--- config.mk ---
export PLATFORM = sky130hd
export DESIGN_NAME = operand_sel_pipe
export DESIGN_NICKNAME = d
export VERILOG_FILES = /design/src/rtl/operand_sel_pipe.sv
export SDC_FILE = /design/constraint.sdc
export NUM_CORES = 1
export LEC_CHECK = 0
export CORE_MARGIN = 1
export CORE_UTILIZATION = 46
export DETAILED_ROUTE_END_ITERATION = 16
export PLACE_DENSITY = 0.87
export REMOVE_ABC_BUFFERS = 1
export SETUP_SLACK_MARGIN = 0.02
export SLEW_MARGIN = 20
export SYNTH_ARGS = -nofsm -noshare
export SYNTH_HDL_FRONTEND = slang
export SYNTH_SLANG_ARGS = --single-unit
export TNS_END_PERCENT = 5
--- constraint.sdc ---
create_clock -name clk_i -period 4.4 [get_ports clk_i]
set_input_delay 1.32 -clock clk_i [delete_from_list [all_inputs] [get_ports clk_i]]
set_output_delay 1.32 -clock clk_i [all_outputs]
set_load 0.05 [all_outputs]
--- src/rtl/operand_sel_pipe.sv ---
// N-to-1 operand select feeding a registered pipeline stage with a valid/ready
// handshake and a one-entry skid buffer, so in_ready never depends on out_ready.
module operand_sel_pipe #(
  parameter int WIDTH  = 32,
  parameter int NUM_IN = 4,
  parameter int SEL_W  = (NUM_IN > 1) ? $clog2(NUM_IN) : 1
) (
  input  logic                    clk_i,
  input  logic                    rst_ni,
  input  logic                    flush_i,
  input  logic [NUM_IN*WIDTH-1:0] in_data_i,
  input  logic [SEL_W-1:0]        in_sel_i,
  input  logic                    in_valid_i,
  output logic                    in_ready_o,
  output logic [WIDTH-1:0]        out_data_o,
  output logic                    out_sel_err_o,
  output logic                    out_valid_o,
  input  logic                    out_ready_i
);

  logic [WIDTH-1:0] sel_data;
  logic             sel_err;

  logic [WIDTH-1:0] out_data_q, out_data_d;
  logic             out_err_q, out_err_d;
  logic             out_valid_q, out_valid_d;
  logic [WIDTH-1:0] skid_data_q, skid_data_d;
  logic             skid_err_q, skid_err_d;
  logic             skid_valid_q, skid_valid_d;
  logic             in_ready_q, in_ready_d;

  logic accept;
  logic adv;

  // Unmatched select codes fall through to zero data with the error flag set.
  always_comb begin
    sel_data = '0;
    sel_err  = 1'b1;
    for (int k = 0; k < NUM_IN; k++) begin
      if (in_sel_i == SEL_W'(k)) begin
        sel_data = in_data_i[k*WIDTH +: WIDTH];
        sel_err  = 1'b0;
      end
    end
  end

  assign accept = in_valid_i & in_ready_q;
  assign adv    = ~out_valid_q | out_ready_i;

  always_comb begin
    out_data_d   = out_data_q;
    out_err_d    = out_err_q;
    out_valid_d  = out_valid_q;
    skid_data_d  = skid_data_q;
    skid_err_d   = skid_err_q;
    skid_valid_d = skid_valid_q;

    if (flush_i) begin
      out_valid_d  = 1'b0;
      out_err_d    = 1'b0;
      skid_valid_d = 1'b0;
      skid_err_d   = 1'b0;
    end else if (adv) begin
      if (skid_valid_q) begin
        out_data_d   = skid_data_q;
        out_err_d    = skid_err_q;
        out_valid_d  = 1'b1;
        skid_valid_d = 1'b0;
      end else begin
        out_valid_d = accept;
        if (accept) begin
          out_data_d = sel_data;
          out_err_d  = sel_err;
        end
      end
    end else if (accept) begin
      skid_data_d  = sel_data;
      skid_err_d   = sel_err;
      skid_valid_d = 1'b1;
    end

    // Registered ready: computed from next skid occupancy.
    in_ready_d = ~skid_valid_d;
  end

  always_ff @(posedge clk_i or negedge rst_ni) begin
    if (!rst_ni) begin
      out_data_q   <= '0;
      out_err_q    <= 1'b0;
      out_valid_q  <= 1'b0;
      skid_data_q  <= '0;
      skid_err_q   <= 1'b0;
      skid_valid_q <= 1'b0;
      in_ready_q   <= 1'b1;
    end else begin
      out_data_q   <= out_data_d;
      out_err_q    <= out_err_d;
      out_valid_q  <= out_valid_d;
      skid_data_q  <= skid_data_d;
      skid_err_q   <= skid_err_d;
      skid_valid_q <= skid_valid_d;
      in_ready_q   <= in_ready_d;
    end
  end

  assign in_ready_o    = in_ready_q;
  assign out_data_o    = out_data_q;
  assign out_sel_err_o = out_err_q;
  assign out_valid_o   = out_valid_q;

endmodule

==> run metrics, run 1 <==
post-synthesis sequential area ratio 44.9%; Worst R2R Setup Slack 2040 ps; Worst-path clk slew about 80 ps; GRT Util Overall between 20% and 30%; Unique masters post-synth 22; Starting Density 47.1%; max_cap viols 0; Top FF cell, synth dfrtp_1; FF-to-FF path depth 4; Longest Clk Path Bufs 2; final wirelength between 9000 and 10000 um; mux contribution to synthesized area between 40% and 50%; vias ~2700; clock root buffer clkbuf_8; VDD IR max 0.000201 V; Routed met3 length ~530 um; number of routed nets with antenna violations 0; critical path cell sequence clkdlybuf4s50_1; critical-path maximum fanout 3; setup TNS 0 ps; first-pass GRT wire length 14500 um; Pwr per Cell Area 399 nW/um2; vias in the first global route 2897; final period utilization 67.9%; # resized after CTS 0; Lkg Pwr 2.32 nW; standard-cell row count 33; # nets final 530; H-tree levels 3; Worst Max-Slew Pin Slew just under 900 ps; Met2 Wirelength around 4800 um; Die ar. just under 9000 um2; max-slew violation count 0; Ports 170; Yosys top cell area share 44.2%; Synth Area in Simple Gates 1.27%; most common cell in the netlist dfrtp_1; Final Core Density 70.8%; RSZ-0062 raised after global routing no; Peak Freq 335 MHz; CTS tree built; number of synthesized register bits slightly below 70; router iterations before antenna repair 4; Ant. Diodes 0; synthesized area 3850 um2; largest net degree at the start of global routing 70; CP Capture Point in_ready_o; area delta synth->final 50.3%; Core ar. a little over 8000 um2; post-synthesis adder-cell area fraction 0%; Relative slew margins 41.3%; Crit-path slowest cell clkdlybuf4s50_1; Placer Congestion 0.712; critical path launch point in_ready_o; RR Startpoint skid_valid_q; initial drt markers 83; CP delay by family, top buffers and inverters; die height 93.5 um; Critical path buffers and inverters 1; layout cells sized above 1 38.8%; number of antenna violations at the first check in global routing 0; Clock Sinks 69; Setup Skew 10.9 ps; Vias per Instance roughly 5.3; Post-Synth XOR/XNOR Area 0%; Crit path largest cell delay 790 ps; Cells after Synth 228; Post-CTS Setup Inserts 0; DRC violations left 0; Avg Inst Size Synth ~17 um2; Critical Path AT 1670 ps; worst setup path category flip-flop to output port; status complete, no violations; Hold Fails Final Rpt 0; Max Used Layer met4; die width 93.5 um; Post-synth EDFFs 0; CTS Buf Count 9; Detail Placement HPWL 6580 um; worst path required time slightly above 3000 ps; Skew-Pair Late Insertion Delay 340 ps; port bufs 169; final setup violating endpoints 0; commonest cells in the netlist 68 x dfrtp_1, 66 x mux2_2, 32 x mux4_2; remaining global-route overflow 0; worst hold path startpoint skid_data_q[14]; FF-to-FF End out_data_o[29]; Synth Warn # 0; Setup crit start kind flip-flop; combinational family with the most area after synthesis multiplexers; Stages on worst setup path 1; hold crit path type flip-flop to flip-flop; Synth async-reset ratio 100%; Post-CTS Hold Buffers 0; fin crit period 2990 ps; Met1 Wirelength 3690 um; cell taking the most area after synthesis dfrtp_1; Compound-Gate Fraction of Synth Area less than 1%; largest cells by area after synthesis dfrtp_1 44%, mux2_2 19%, mux4_2 19%; DR WL/cell roughly 18 um; CP Capture Type output port
per-stage QoR:
step	total power [W]	hold WS (ps)	setup slack, ps	instance area (um2)	instances
finish	0.00231	508	1410	5790	505
floorplan	0.00143	475	-1090	3710	211
CTS	0.00233	509	1390	5790	505
global route	0.00242	524	1370	5790	505
global placement	0.00176	483	1140	5580	489
detailed placement	0.00179	492	1090	5580	489
kinds of logic after synthesis:
family	count (synthesis)
AOI/OAI and AO/OA	4
buffers and inverters	18
DFF	69
muxes	128
and+or+nand+nor	9
cell type report:
| cell class | instances | area (um2) |
|---|---|---|
| multi-input cells | 141 | 1990 |
| flip-flops and latches | 69 | 1730 |
| repair buffers | 173 | 1720 |
| fillers | 583 | 2390 |
| well taps | 105 | 131 |
| clock buffers | 10 | 138 |
| clock inverters | 6 | 70.1 |
| inverters | 1 | 3.75 |
how the worst min path moves through the flow:
| stage | slack (ps) | cells past startpoint | end |
|---|---|---|---|
| after floorplan | 480 | 1 | skid_data_q[0] |
| after global placement | 480 | 1 | skid_data_q[19] |
| after detailed placement | 490 | 1 | skid_data_q[9] |
| after CTS | 510 | 1 | skid_data_q[6] |
| after global routing | 520 | 1 | skid_data_q[8] |
| final | 510 | 1 | skid_data_q[14] |
where the power goes:
part	leakage, nW	switching (W)	internal, W
clock	0.0955	0.000257	0.000281
sequential	0.833	0.0000924	0.000796
combinational	1.39	0.000424	0.000461
total	2.32	0.000773	0.00154
routing by layer:
layer,vias to the layer above,track usage [%]
met5,-,0
met4,0,7.44
met3,10,5.12
met2,100,39.5
met1,1370,27.0
li1,1215,-
layout by cell type, fill, tap and decap left out, types with 2 or more instances in the layout:
cell / synthesis / layout
mux2_2: 66 / 66
dfrtp_1: 68 / 67
nor3_2: 0 / 2
mux2_4: 30 / 30
mux4_2: 32 / 32
buf_2: 4 / 2
buf_4: 3 / 4
clkdlybuf4s50_1: 0 / 166
clkbuf_8: 0 / 10
a21oi_1: 3 / 3
inv_6: 0 / 2
clkinvlp_4: 0 / 3
registers in the layout (all words and copies together), names as in the netlist:
signal         count
out_data_o        32
out_valid_o        1
skid_valid_q       1
in_ready_o         1
skid_err_q         1
out_sel_err_o      1
skid_data_q       32
(Power assumes the default switching activity.)
==> run 2: changes to the inputs <==
--- a/config.mk
+++ b/config.mk
@@ -6,9 +6,9 @@
 export NUM_CORES = 1
 export LEC_CHECK = 0
 export CORE_MARGIN = 1
-export CORE_UTILIZATION = 46
+export CORE_UTILIZATION = 38
 export DETAILED_ROUTE_END_ITERATION = 16
-export PLACE_DENSITY = 0.87
+export PLACE_DENSITY = 0.77
 export REMOVE_ABC_BUFFERS = 1
 export SETUP_SLACK_MARGIN = 0.02
 export SLEW_MARGIN = 20
==> constraint.sdc (replaced) <==
create_clock -name clk_i -period 2.7 [get_ports clk_i]
set_input_delay 0.81 -clock clk_i [delete_from_list [all_inputs] [get_ports clk_i]]
set_output_delay 0.81 -clock clk_i [all_outputs]
set_load 0.05 [all_outputs]
==> run 2 against run 1 <==
Net effect: clock power is 34% higher; sequential power is 62% higher; setup slack worse by 1200 ps; flip-flop and latch count is the same; non-clock buffer count is 3 higher; hold slack got worse by 71 ps; largest cell class unchanged.
==> run metrics, run 2 (same netlist as run 1, synthesis figures left out) <==
status complete, no violations; Ports 170; Detail Placement HPWL roughly 6400 um; RSZ-0062 raised after global routing no; CTS tree built; FF-to-FF path depth 4; Critical Path AT 1660 ps; most frequent cells in the layout 166 x clkdlybuf4s50_1, 67 x dfrtp_1, 66 x mux2_2; clock root buffer clkbuf_8; Met1 Wirelength approximately 3500 um; remaining global-route overflow 0; Worst R2R Setup Slack 1060 ps; port bufs 169; final wirelength 8590 um; Max Used Layer met4; standard-cell row count 36; Setup Skew roughly 11 ps; # nets final 533; final period utilization 91.4%; critical path cell sequence clkdlybuf4s50_1; Post-CTS Setup Inserts 0; number of antenna violations at the first check in global routing 0; critical-path maximum fanout 3; Placer Congestion approximately 0.7; die width between 100 and 150 um; Crit-path slowest cell clkdlybuf4s50_1; Clock Sinks 69; vias in the first global route 2911; area delta synth->final 52.3%; Crit path largest cell delay 800 ps; final setup violating endpoints 0; Skew-Pair Late Insertion Delay 340 ps; initial drt markers between 50 and 60; worst setup path category flip-flop to output port; Routed met3 length ~670 um; Worst Max-Slew Pin Slew about 530 ps; # resized after CTS 0; Lkg Pwr 2.35 nW; Met2 Wirelength 4360 um; Die ar. 10500 um2; Total Power 0.00361 W; Core ar. around 9800 um2; router iterations before antenna repair 4; Hold Fails Final Rpt 0; CP delay by family, top buffers and inverters; Starting Density 39.2%; max-slew violation count 0; fin crit period 2470 ps; FF-to-FF End out_data_o[29]; layout cells sized above 1 38.7%; DRC violations left 0; Peak Freq 405 MHz; first-pass GRT wire length 13800 um; H-tree levels 3; GRT Util Overall between 15 and 20%; die height just over 100 um; commonest non-fill, non-tap cell in the layout clkdlybuf4s50_1; number of routed nets with antenna violations 0; Setup crit start kind flip-flop; worst path required time roughly 1900 ps; Pwr per Cell Area 616 nW/um2; Worst-path clk slew about 70 ps; RR Startpoint in_ready_o; Ant. Diodes 0; Stages on worst setup path 1; setup TNS 0 ps; CTS Buf Count 9; largest net degree at the start of global routing 40; max_cap viols 0; Longest Clk Path Bufs 2; hold crit path type input pin to async pin; Vias per Instance 4.99; DR WL/cell about 16 um; VDD IR max 0.000253 V; vias 2667; Critical path buffers and inverters 1; CP Capture Type output port; Relative slew margins 64.5%; Post-CTS Hold Buffers 0
## run 2: worst max path at each step
stage / start / to / slack, ps
3_3_place_gp: out_ready_i / skid_data_q[1] / 280
4_1_cts: in_ready_o / in_ready_o / 210
2_1_floorplan: skid_valid_q / out_data_o[29] / -2510
6_report: in_ready_o / in_ready_o / 230
3_5_place_dp: out_ready_i / skid_data_q[16] / 200
5_1_grt: in_ready_o / in_ready_o / 170
## run 2: layout make-up
cell class	instances	area [um2]
Sequential cell	69	1730
Clock buffer	12	155
Clock inverter	2	10.0
Inverter	1	3.75
Timing Repair Buffer	176	1810
Tap cell	133	166
Multi-Input combinational cell	141	1990
Fill cell	814	3960
## run 2: through the flow
step	cells	util [%]	instance area, um2	hold WS (ps)	setup WS [ps]
4_1_cts	534	59.7	5860	448	214
2_1_floorplan	211	-	3710	475	-2510
3_5_place_dp	520	58.0	5700	494	205
6_report	534	59.7	5860	437	233
3_3_place_gp	520	58.0	5700	484	275
5_1_grt	534	59.7	5860	465	172
## run 2: metal layers
| layer | track usage (%) | vias up |
|---|---|---|
| met1 | 20.7 | 1332 |
| li1 | - | 1217 |
| met3 | 5.42 | 9 |
| met5 | 0 | - |
| met4 | 5.49 | 0 |
| met2 | 30.2 | 109 |
## run 2: where the power goes
group          total [W]  internal (W)  switching, W  leakage (nW)
Clock           0.000722      0.000371      0.000351        0.0881
Combinational    0.00145      0.000761      0.000689          1.42
Sequential       0.00144       0.00130      0.000140         0.833
==> RTL edit 1 (settings of run 2) <==
Change the parameter `NUM_IN` from 4 to 2.
--- a/src/rtl/operand_sel_pipe.sv
+++ b/src/rtl/operand_sel_pipe.sv
@@ -3,5 +3,5 @@
 module operand_sel_pipe #(
   parameter int WIDTH  = 32,
-  parameter int NUM_IN = 4,
+  parameter int NUM_IN = 2,
   parameter int SEL_W  = (NUM_IN > 1) ? $clog2(NUM_IN) : 1
 ) (
Ports: changed (resized in_data_i and in_sel_i); port bits go from 170 to 105. The function was not compared with the original's and may differ.
==> RTL edit 1 against run 2 <==
- clock power grew 12%
- total power fell by 8.4%
- critical path depth unchanged
- synthesized area decreased by 15%
- sequential share of layout area grew 6.7 points
- wire length decreased by 23%
- maximum frequency fell by 1.1%
- design area is 21% lower
- worst setup slack worse by 0.028 ns
- combinational power is 23% lower
- sequential cell count shrank 2
- largest power group is now registers
- highest routed layer unchanged
==> RTL edit 1: results (changes against run 2) <==
placer congestion estimate=0.7075 (was 0.6826); vias in the first global route=2434 (was 2911); status=complete, no violations (unchanged); Via Count=2294 (was 2667); DR pass1 iterations=4 (unchanged); via/cell ratio=4.769 (was 4.994); Port Buf Inserts=103 (was 169); cell leakage power=1.977 nW (was 2.345 nW); Crit Path Max Fanout=3 (unchanged); WL/cell=13.82 um (was 16.08 um); Synth async-reset ratio=100.0% (unchanged); CTS Buf Count=9 (unchanged); layout cells sized above 1=20.48% (was 38.65%); placed instance area=4441 um2 (was 5699 um2); Post-CTS Resized=0 (unchanged); Synth area leaders=dfrtp_1, mux2i_1, mux2_2, inv_1, o21ai_0 (was dfrtp_1, mux2_2, mux4_2, mux2_4, buf_12); clk buf depth=2 (unchanged); largest net degree at the start of global routing=68 (was 40); Reg clk slew, reported paths=0.07 ns (about the same); DRT antenna net count=0 (unchanged); Commonest cells post-synth=dfrtp_1, mux2i_1, mux2_2 (was dfrtp_1, mux2_2, mux4_2); Worst path max stage delay=0.80 ns (about the same); worst clock skew=0.01044 ns (was 0.01109 ns); Hold/Removal Path Class=in2async (unchanged); dpl hpwl=4686 um (was 6383 um); antenna violations before repair=0 (unchanged); Tot GR Track Use=16.05% (was 17.43%); yosys warns=0 (unchanged); syn_area_per_cell=12.34 um2 (was 16.89 um2); Worst VDD drop=359.5 uV (was 253.3 uV); reg2reg path depth=4 (unchanged); sequential cell area fraction in the yosys report=51.11% (was 44.87%); max_cap viols=0 (unchanged); Worst-Skew Late Latency=about 0.33 ns; # fillers=706 (was 814); Net count, final=441 (was 533); Worst path slowest cell=clkdlybuf4s50_1 (unchanged); dpl cells=465 (was 520); H-tree levels=3 (unchanged); Root Buffer=clkbuf_8 (unchanged); Setup Fix Bufs, Post-CTS=0 (unchanged); Worst Tran Pin Value=0.5513 ns (was 0.5307 ns); Ant. Diodes=0 (unchanged); first-pass GRT wire length=11050 um (was 13830 um); Synth cell types=18 (was 22); pre-CTS setup slack=0.2276 ns (was 0.2049 ns); CP top delay family=buffers and inverters (unchanged); DR iter-0 viols=32 (was 52)
-- RTL edit 1: changes by cell type after synthesis, sizes merged, moves of 2 or more --
cell and change:
o21ai +13, mux2 -46, inv +32, dfrtp -2, nand2 +14, mux2i +64
mux4 -32
-- RTL edit 1: path summary, 6_finish.rpt --
check / from / endpoint / slack (ns)
worst max register to register: in_ready_o / skid_data_q[13] / 1.10
worst min-delay path: rst_ni / out_data_o[5] / 0.49
worst min register to register: out_data_o[12] / out_data_o[12] / 0.49
max in group asynchronous: rst_ni / in_ready_o / 1.88
min in group clk_i: out_data_o[12] / out_data_o[12] / 0.49
worst max-delay path: in_ready_o / in_ready_o / 0.20
-- RTL edit 1: report_power, final --
| group | total, mW | internal, mW | switching, mW |
|---|---|---|---|
| Sequential | 1.38 | 1.25 | 0.129 |
| Combinational | 1.12 | 0.482 | 0.642 |
| Clock | 0.806 | 0.447 | 0.358 |
| Total | 3.31 | 2.18 | 1.13 |
-- RTL edit 1: logic make-up after synthesis --
kind of cell | after synthesis | synth area share, %
compound gates | 16 | 2.553
flops | 67 | 51.11
simple gates | 19 | 2.973
buf+inv | 49 | 6.593
other cells | 1 | 0.1142
mux | 114 | 36.66
-- RTL edit 1: layout make-up --
| type | count | area [um2] | share of cell area (%) |
|---|---|---|---|
| flip-flops and latches | 67 | 1679 | 36.23 |
| multi-input cells | 150 | 1395 | 30.10 |
| repair buffers | 110 | 1111 | 23.97 |
| clock buffers | 11 | 141.4 | 3.051 |
| well taps | 105 | 131.4 | 2.835 |
| inverters | 33 | 123.9 | 2.673 |
| clock inverters | 5 | 52.55 | 1.134 |
-- RTL edit 1: through the flow --
step	utilization, %	hold WS, ns
after floorplan	-	0.4805
after global placement	53.51	0.4713
after detailed placement	53.51	0.4796
after CTS	55.84	0.4939
after global routing	55.84	0.5231
final	55.84	0.4934
-- RTL edit 1: per-layer routing --
metal / routed length, um / vias to the layer above / global-route usage (%)
li1: - / 1104 / -
met1: 2873 / 1114 / 19.13
met2: 3309 / 65 / 28.12
met3: 360 / 11 / 2.738
met4: 105 / 0 / 7.323
met5: 0 / - / 0
==> RTL edit 2 (settings of run 2) <==
Without the edit above. Reset style: synchronous (`rst_ni`), changed in one clocked block.
--- a/src/rtl/operand_sel_pipe.sv
+++ b/src/rtl/operand_sel_pipe.sv
@@ -84,5 +84,5 @@
   end
 
-  always_ff @(posedge clk_i or negedge rst_ni) begin
+  always_ff @(posedge clk_i) begin
     if (!rst_ni) begin
       out_data_q   <= '0;
Function: differs if rst_ni is asserted again (counterexample within 4 cycles, from zero or initial values and one cycle with rst_ni low); with rst_ni held inactive, the same outputs for 4 cycles.
==> RTL edit 2 against run 2 <==
- sequential cell count stayed put
- synthesized area decreased by 10%
- hold slack improved by 0.046 ns
- non-clock buffer count increased by 7
- synthesized cell count rose by 23%
- register-to-register slack gained 0.17 ns
- worst setup slack improved by 0.11 ns
- global-route usage rose by 4.3 points
- wire length grew 15%
- design area down 7.4%
- die area decreased by 10%
- highest routed layer unchanged
Power is not compared: it rests on default switching activity, and its combinational part moved more than twofold at a synthesized area within 25%.
==> RTL edit 2: results (changes against run 2) <==
most frequent cell after synthesis=dfxtp_1 (was dfrtp_1); Synth cell types=26 (was 22); via/cell ratio=5.702 (was 4.994); Setup Fix Bufs, Post-CTS=0 (unchanged); largest net degree at the start of global routing=33 (was 40); Net count, final=576 (was 533); cell leakage power=1.875 nW; Tot GR Track Use=21.78% (was 17.43%); Port Buf Inserts=169 (unchanged); worst clock skew=0.01005 ns (was 0.01109 ns); Reg clk slew, reported paths=approximately 0.08 ns; sequential cell area fraction in the yosys report=39.96% (was 44.87%); Worst Tran Pin Value=0.6391 ns (was 0.5307 ns); R2R Setup Slk=1.23 ns (was 1.06 ns); reg2reg path depth=4 (unchanged); placer congestion estimate=0.7551 (was 0.6826); Worst path max stage delay=0.82 ns (was 0.80 ns); # fillers=734 (was 814); vias in the first global route=3297 (was 2911); Synth async-reset ratio=0% (was 100.0%); Crit Path Max Fanout=4 (was 3); Worst-Skew Late Latency=0.34 ns (about the same); CTS Buf Count=9 (unchanged); Root Buffer=clkbuf_8 (unchanged); DR iter-0 viols=81 (was 52); WL/cell=17.83 um (was 16.08 um); dpl hpwl=7086 um (was 6383 um); layout cells sized above 1=14.80% (was 38.65%); clk buf depth=2 (unchanged); Worst Setup EP=in_ready_o (unchanged); DR pass1 iterations=5 (was 4); Worst path slowest cell=clkdlybuf4s50_1 (unchanged); yosys warns=0 (unchanged); Post-CTS Resized=0 (unchanged); CP arrival=1.55 ns (was 1.66 ns); Hold/Removal Path Class=reg2reg (was in2async); Synth area leaders=dfxtp_1, mux4_2, mux2i_1, a22o_1, a211oi_1 (was dfrtp_1, mux2_2, mux4_2, mux2_4, buf_12); status=complete, no violations (unchanged); antenna violations before repair=0 (unchanged); worst r2r src=skid_valid_q (was in_ready_o); Reg2Reg Capture Point=out_data_o[10] (was out_data_o[29]); Worst setup startpoint=in_ready_o (unchanged); total grt overflow=0 (unchanged); first-pass GRT wire length=16460 um (was 13830 um)
## RTL edit 2: cell count changes in the layout (fill, tap and decap cells not counted), moves of 32 or more
cell	before	now
a211oi_1	0	32
mux2_2	66	0
a22o_1	0	32
dfrtp_1	67	0
mux2i_1	0	32
dfxtp_1	0	68
a31oi_1	0	32
## RTL edit 2: per-stage QoR
stage | power (mW) | cell area, um2 | std cells | TNS (ns) | setup slack (ns)
finish | 2.586 | 5430 | 554 | 0 | 0.3412
global placement | 1.770 | 5238 | 538 | 0 | 0.3437
global route | 2.691 | 5430 | 554 | 0 | 0.3068
floorplan | 1.429 | 3249 | 247 | -24.45 | -0.7641
CTS | 2.601 | 5430 | 554 | 0 | 0.3391
detailed placement | 1.784 | 5238 | 538 | 0 | 0.3320
## RTL edit 2: logic make-up (layout without fill, tap and decap cells)
family	Yosys count	after routing	share of synthesized area [%]
muxes	64	64	30.11
and+or+nand+nor	9	9	1.629
AOI/OAI and AO/OA	102	102	21.97
buffers and inverters	36	202	6.334
DFF	69	69	39.96
## RTL edit 2: layout make-up
| class | instances | area [um2] | area share (%) |
|---|---|---|---|
| Inverter | 3 | 11.26 | 0.2074 |
| Sequential cell | 69 | 1383 | 25.46 |
| Clock inverter | 4 | 47.55 | 0.8756 |
| Timing Repair Buffer | 183 | 1842 | 33.92 |
| Clock buffer | 12 | 145.1 | 2.673 |
| Tap cell | 108 | 135.1 | 2.488 |
| Multi-Input combinational cell | 175 | 1867 | 34.38 |
## RTL edit 2: how the worst min path moves through the flow
| stage | startpoint | end | slack, ns | cells past startpoint |
|---|---|---|---|---|
| CTS | skid_err_q | out_sel_err_o | 0.48 | 2 |
| finish | skid_data_q[16] | skid_data_q[16] | 0.48 | 1 |
| global placement | skid_err_q | out_sel_err_o | 0.46 | 2 |
| floorplan | skid_err_q | out_sel_err_o | 0.44 | 2 |
| detailed placement | skid_data_q[16] | skid_data_q[16] | 0.46 | 1 |
| global route | skid_data_q[0] | skid_data_q[0] | 0.50 | 1 |
## RTL edit 2: routing by layer
layer  wire length [um]  part of all wire (%)  up-vias  global-route usage [%]
met5                  0                     0        -                       0
met4                 97                  0.98        0                   5.204
met3                739                   7.5        9                   6.115
met2               5110                    52      133                   38.14
met1               3931                    40     1546                   26.37
li1                   -                     -     1471                       -
## RTL edit 2: report_power, final
group	switching (mW)	total (mW)	internal, mW
Sequential	0.0211	1.08	1.06
Clock	0.379	0.829	0.450
Combinational	0.311	0.678	0.367
Total	0.712	2.59	1.87
